`config.mk`:
```
export PLATFORM = sky130hd
export DESIGN_NAME = ras_ckpt
export DESIGN_NICKNAME = d
export VERILOG_FILES = /design/src/rtl/ras_ckpt.sv
export SDC_FILE = /design/constraint.sdc
export NUM_CORES = 1
export LEC_CHECK = 0
export BUFFER_PORTS_ARGS = -buffer_cell sky130_fd_sc_hd__buf_2
export CAP_MARGIN = 15
export CORE_MARGIN = 2
export CORE_UTILIZATION = 45
export CTS_CLUSTER_DIAMETER = 80
export CTS_CLUSTER_SIZE = 24
export DETAILED_ROUTE_END_ITERATION = 10
export PLACE_DENSITY = 0.77
export SLEW_MARGIN = 20
export SYNTH_ARGS = -nofsm -noshare
export SYNTH_HDL_FRONTEND = slang
export SYNTH_SLANG_ARGS = --single-unit
```
`constraint.sdc`:
```
create_clock -name clk_i -period 3.2 [get_ports clk_i]
set_clock_uncertainty 0.2 [all_clocks]
set_input_delay 0 -clock clk_i [delete_from_list [all_inputs] [get_ports clk_i]]
set_output_delay 0 -clock clk_i [all_outputs]
set_load 0.02 [all_outputs]
```
`src/rtl/ras_ckpt.sv`:
```
// ras_ckpt: circular-buffer return address stack with per-prediction
// checkpoint and exact mispredict repair, for the fetch stage.
// Optional feature macro: RAS_ALT_LINK_EN (x5/t0 also acts as a link register).
module ras_ckpt #(
    parameter int DEPTH  = 8,
    parameter int ADDR_W = 32,
    localparam int PTR_W = $clog2(DEPTH),
    localparam int CNT_W = $clog2(DEPTH + 1)
) (
    input  logic              clk_i,
    input  logic              rst_i,
    input  logic              req_valid_i,
    input  logic              j_type_i,
    input  logic              jr_type_i,
    input  logic [4:0]        rd_addr_i,
    input  logic [4:0]        r1_addr_i,
    input  logic [ADDR_W-1:0] return_addr_i,
    input  logic              flush_i,
    input  logic              restore_valid_i,
    input  logic [PTR_W-1:0]  restore_tos_i,
    input  logic [CNT_W-1:0]  restore_cnt_i,
    input  logic [ADDR_W-1:0] restore_data_i,
    output logic              pop_valid_o,
    output logic [ADDR_W-1:0] pop_data_o,
    output logic [PTR_W-1:0]  ckpt_tos_o,
    output logic [CNT_W-1:0]  ckpt_cnt_o,
    output logic [ADDR_W-1:0] ckpt_data_o,
    output logic              overflow_o
);

    typedef enum logic [1:0] {
        OP_NONE,
        OP_PUSH,
        OP_POP,
        OP_BOTH
    } op_e;

    logic [ADDR_W-1:0] entry_q [DEPTH];
    logic [PTR_W-1:0]  tos_q;
    logic [CNT_W-1:0]  cnt_q;
    logic              overflow_q;

    op_e              op;
    logic             link_rd;
    logic             link_rs1;
    logic [PTR_W-1:0] tos_inc;
    logic [PTR_W-1:0] tos_dec;
    logic             full;
    logic             empty;

    function automatic logic is_link(input logic [4:0] x);
`ifdef RAS_ALT_LINK_EN
        return (x == 5'd1) || (x == 5'd5);
`else
        return (x == 5'd1);
`endif
    endfunction

    assign link_rd  = is_link(rd_addr_i);
    assign link_rs1 = is_link(r1_addr_i);

    // Pointer arithmetic wraps naturally because DEPTH is a power of two.
    assign tos_inc = tos_q + PTR_W'(1);
    assign tos_dec = tos_q - PTR_W'(1);
    assign full    = (cnt_q == CNT_W'(DEPTH));
    assign empty   = (cnt_q == '0);

    // Decode the predecoded jump into a stack operation.
    always_comb begin
        // NOTE: assigning a default first keeps every path covered, so no latch is inferred.
        op = OP_NONE;
        if (req_valid_i) begin
            if (j_type_i && link_rd) begin
                op = OP_PUSH;
            end else if (jr_type_i) begin
                if (link_rd && link_rs1) begin
                    op = (rd_addr_i == r1_addr_i) ? OP_PUSH : OP_BOTH;
                end else if (link_rs1) begin
                    op = OP_POP;
                end else if (link_rd) begin
                    op = OP_PUSH;
                end
            end
        end
    end

    // Zero-latency prediction and pre-update checkpoint.
    assign pop_data_o  = entry_q[tos_q];
    assign pop_valid_o = !rst_i && !restore_valid_i && !flush_i && !empty &&
                         ((op == OP_POP) || (op == OP_BOTH));
    assign ckpt_tos_o  = tos_q;
    assign ckpt_cnt_o  = cnt_q;
    assign ckpt_data_o = entry_q[tos_q];
    assign overflow_o  = overflow_q;

    // Stack state update: reset > restore > flush > request.
    always_ff @(posedge clk_i) begin
        if (rst_i) begin
            // NOTE: non-blocking assignments for all sequential state avoid simulation races.
            tos_q      <= '0;
            cnt_q      <= '0;
            overflow_q <= 1'b0;
            // NOTE: the entries are cleared on reset so a repaired or wrapped read never sees X.
            for (int i = 0; i < DEPTH; i++) begin
                entry_q[i] <= '0;
            end
        end else begin
            overflow_q <= 1'b0;
            if (restore_valid_i) begin
                tos_q                  <= restore_tos_i;
                cnt_q                  <= restore_cnt_i;
                entry_q[restore_tos_i] <= restore_data_i;
            end else if (flush_i) begin
                cnt_q <= '0;
            end else begin
                case (op)
                    OP_PUSH: begin
                        tos_q            <= tos_inc;
                        entry_q[tos_inc] <= return_addr_i;
                        if (full) begin
                            overflow_q <= 1'b1;
                        end else begin
                            cnt_q <= cnt_q + CNT_W'(1);
                        end
                    end
                    OP_POP: begin
                        if (!empty) begin
                            tos_q <= tos_dec;
                            cnt_q <= cnt_q - CNT_W'(1);
                        end
                    end
                    OP_BOTH: begin
                        entry_q[tos_q] <= return_addr_i;
                        if (empty) begin
                            cnt_q <= CNT_W'(1);
                        end
                    end
                    default: begin
                    end
                endcase
            end
        end
    end

endmodule

```
==> results list <==
- Layout fillers: 2095
* End point of the critical path: entry_q[0][1]
* Slowest cell on the critical path: sky130_fd_sc_hd__dlygate4sd3_1
- Number of rows created at floorplan: 60
* Initial Utilization: 0.455
- Count of placed standard cells in the final layout, fillers left out: 1424
- Dividing the detail-routed via count by the number of cells gives 5.51.
- The worst setup path is launched from a primary input.
- For this run, the share of the core covered by cells in the final layout is 0.553.
- The first detailed-routing pass took 5 iterations.
- Number of warnings issued by yosys: 0
* Area overhead of the layout relative to synthesis: 21.6%
- Setup violations remaining at the end of the flow were counted as 0.
* TritonCTS Sinks: 267
- The min-delay analysis places its worst path in the category in2reg.
* Total standard cell area after synthesis: 0.0122 mm2
* Tightest hold margin: 64.8 ps
- The completed layout was analyzed and its total power is 7.17 mW.
- By count the netlist is led by sky130_fd_sc_hd__nor2_1 (264), sky130_fd_sc_hd__edfxtp_1 (256), sky130_fd_sc_hd__mux4_2 (64).
* Area share of the largest cell type after synthesis: 0.631
- Critical-path maximum fanout: 17
- The worst setup path is captured at a register.
- Routability-driven placement finished with a final weighted congestion of 0.789.
- In the final layout, the share of cells above drive strength 1 is 0.331.
- In this run the tool buffered the top-level ports with 160 buffer cells.
- Worst supply voltage drop on vdd: 0.409 mV
- The flow ran to the end, and the final reports show no timing, DRC or antenna violations.
- The first global-routing pass estimated 45200 um of wire.
- TritonCTS built the clock tree.
- Count of inserted antenna diode cells: 0
- Number of design-rule violations left by the first detailed-router iteration: 646
- Sum of net half-perimeters after detailed placement: 16900 um
- Most frequent cell after synthesis: sky130_fd_sc_hd__nor2_1
* Worst EP arrival: 3110 ps
- Critical Path Source: rst_i
- Maxcap violations: 0
- Number of buffers added for setup after CTS: 0
- Clk buf depth: 3
- Total length of routed wires: 29000 um
- The number of different library cells used by synthesis comes to 48.
* Core Box Area: 0.0268 mm2
- The endpoint identified for the worst register-to-register timing path is ckpt_cnt_o[0].
- In this run the most critical hold path is launched from rd_addr_i[1].
- Power spread over the standard cell area amounts to 484 mW/mm2.
* Total congestion overflow: 0
- In this run the count of I/O pins placed on the die edge is 161.
- For this run, design rule violations remaining after detail routing come to 0.
* Max-slew violation count: 0
- Post-layout net count: 1171
- The worst pin sits at a relative slew slack of 0.458.
- The via count of the first global-routing pass was 8036.
* Overall die height: 169 um
- Deepest level of the CTS H-tree: 1
* Synth Register Bits: 267
- Clock tree root driver cell: sky130_fd_sc_hd__clkbuf_16
- Average size of a mapped cell: 14.5 um2
* LEAKAGE: 5.45 nW
* Clock-pin slew on the worst setup and hold paths: 90 ps
- Data on the critical path is required at its endpoint by 3230 ps.
- sky130_fd_sc_hd__edfxtp_1 takes more of the synthesized area than any other cell.
* Maximum number of pins on one net before global-route repair: 37
- The die is 169 um wide.
- Once detail routing completed, the nets flagged for antenna violations numbered 0.
* Gate count of the mapped netlist: 842
- Synthesis produced a netlist with a net count of 935.
* Full die area: 0.0284 mm2
- In the synthesized netlist the async set-or-reset flop fraction comes to 0.
- Timing would allow up to 0.325 GHz.
- The routed layout has 7845 vias.
- Non-Filler Cell Area, Final: 0.0148 mm2
- Type of the worst setup path: in2reg
* Worst-skew pair later-pin latency: 480 ps
- Final critical-path required period: 3070 ps
- Dividing the detail-routed wire length by the instance count gives 20.3 um.
- In the finished design, the share of the clock period the worst path needs comes to 0.960.
- Counting the buffers created by CTS gives 15.
- In the synthesized netlist the dominant register cell turns out to be sky130_fd_sc_hd__edfxtp_1.
- Including well taps, the total number of placed cells is 1314.
* Count of flip-flops with a built-in enable after synthesis: 256
- Standard cell area after detailed placement: 0.0135 mm2
- The number of hold violations in the final report came to 0.
- Pin slew with the least headroom to its limit: 813 ps
* Cells taking the most area after synthesis: sky130_fd_sc_hd__edfxtp_1 (63%), sky130_fd_sc_hd__mux4_2 (12%), sky130_fd_sc_hd__nor2_1 (8.1%), sky130_fd_sc_hd__mux2_2 (3.0%), sky130_fd_sc_hd__mux2i_1 (2.7%)
- Reg-to-reg setup timing slack: 180 ps
* Sequential element share of the synthesized area: 0.649
- The initial antenna violation count was 0.
- Slowest stage delay, CP: 570 ps
- In the global route stage, overall resource usage came out at 0.207.
- Reg-to-Reg Start: ckpt_cnt_o[0]
* Worst path cell trace: dlygate4sd3_1 > buf_2 > or3_1 > nor4_4 > buf_4 > mux2i_2 > nor2_1 > dlygate4sd3_1
- Critical Path Most Common Cell: sky130_fd_sc_hd__dlygate4sd3_1
* Cell depth of the worst flop-to-flop path: 7
## how the worst min path moves through the flow
stage                         end  slack (ps)  cells past startpoint
finish                 overflow_o          60                      4
global route           overflow_o          90                      4
CTS                    overflow_o          60                      4
detailed placement  ckpt_cnt_o[3]          -6                      3
global placement    ckpt_cnt_o[3]          -9                      3
floorplan           ckpt_cnt_o[3]        -100                      2
## cells in the final DEF, fill, tap and decap left out, types with 2 or more instances in the layout
| cell type | count |
|---|---|
| sky130_fd_sc_hd__nand2_2 | 2 |
| sky130_fd_sc_hd__mux4_2 | 64 |
| sky130_fd_sc_hd__ha_1 | 4 |
| sky130_fd_sc_hd__buf_4 | 50 |
| sky130_fd_sc_hd__dfxtp_4 | 2 |
| sky130_fd_sc_hd__clkbuf_16 | 15 |
| sky130_fd_sc_hd__mux2i_2 | 2 |
| sky130_fd_sc_hd__xnor2_1 | 5 |
| sky130_fd_sc_hd__buf_2 | 160 |
| sky130_fd_sc_hd__o21a_1 | 2 |
| sky130_fd_sc_hd__o22ai_1 | 2 |
| sky130_fd_sc_hd__inv_1 | 7 |
| sky130_fd_sc_hd__nor2_1 | 264 |
| sky130_fd_sc_hd__nor2b_1 | 3 |
| sky130_fd_sc_hd__a21o_1 | 3 |
| sky130_fd_sc_hd__a21oi_1 | 7 |
| sky130_fd_sc_hd__nand2_1 | 7 |
| sky130_fd_sc_hd__mux2_2 | 32 |
| sky130_fd_sc_hd__dlygate4sd3_1 | 88 |
| sky130_fd_sc_hd__nor3_2 | 2 |
| sky130_fd_sc_hd__nand2b_2 | 12 |
| sky130_fd_sc_hd__nand3_1 | 4 |
| sky130_fd_sc_hd__a221oi_1 | 2 |
| sky130_fd_sc_hd__a22o_1 | 2 |
| sky130_fd_sc_hd__edfxtp_1 | 256 |
| sky130_fd_sc_hd__buf_12 | 6 |
| sky130_fd_sc_hd__or2_2 | 3 |
| sky130_fd_sc_hd__a311oi_1 | 3 |
| sky130_fd_sc_hd__dfxtp_1 | 8 |
| sky130_fd_sc_hd__a31oi_1 | 3 |
| sky130_fd_sc_hd__clkbuf_1 | 5 |
| sky130_fd_sc_hd__mux2i_1 | 30 |
| sky130_fd_sc_hd__nand2b_1 | 2 |
## power by group
part | switching (mW) | total (mW) | internal [mW]
sequential | 0.0903 | 4.08 | 3.99
combinational | 0.600 | 1.12 | 0.517
clock | 1.08 | 1.97 | 0.887
## timing repair
action,in CTS,in global routing
hold endpoints to repair,266,0
resized for setup,0,8
setup endpoints to repair,0,5
hold buffers,88,0
## registers in the layout (all words and copies together) (netlist names), named ones only
name	cells
entry_q	256
overflow_o	1
ckpt_cnt_o	4
ckpt_tos_o	3
## critical path: cells and delay by family
family        cells  cell delay [ps]
buf+inv           4             1740
simple gates      3              890
mux               1              470
## logic make-up after synthesis
kind of cell               count (synthesis)  synth area share
DFF                                      267             0.649
and+or+nand+nor                          306             0.102
xor gates and xnor gates                   6           0.00431
buffers and inverters                     93            0.0426
muxes                                    129             0.175
adders and majority gates                  5           0.00575
AOI/OAI and AO/OA                         36            0.0215
## per-layer routing
metal  vias up  track usage  wire length [um]
li1       3519            -                 -
met1      3956        0.281             11600
met2       342        0.369             14700
met3        28       0.0241              2220
met4         0       0.0315               353
met5         -            0                 0
## layout make-up
class / count / area, um2 / area share
clock buffer: 20 / 394 / 0.0266
sequential: 267 / 7920 / 0.534
inverter: 7 / 26.3 / 0.00177
tap: 341 / 427 / 0.0288
multi-input combinational: 482 / 3840 / 0.259
timing repair buffer: 305 / 2190 / 0.148
clock inverter: 2 / 25.0 / 0.00169
## per-stage QoR
step	TNS [ps]	setup WS (ps)
2_1_floorplan	0	286
3_3_place_gp	0	472
3_5_place_dp	0	390
4_1_cts	0	37.5
5_1_grt	-19.3	-19.3
6_report	0	127
(Power assumes the default switching activity.)
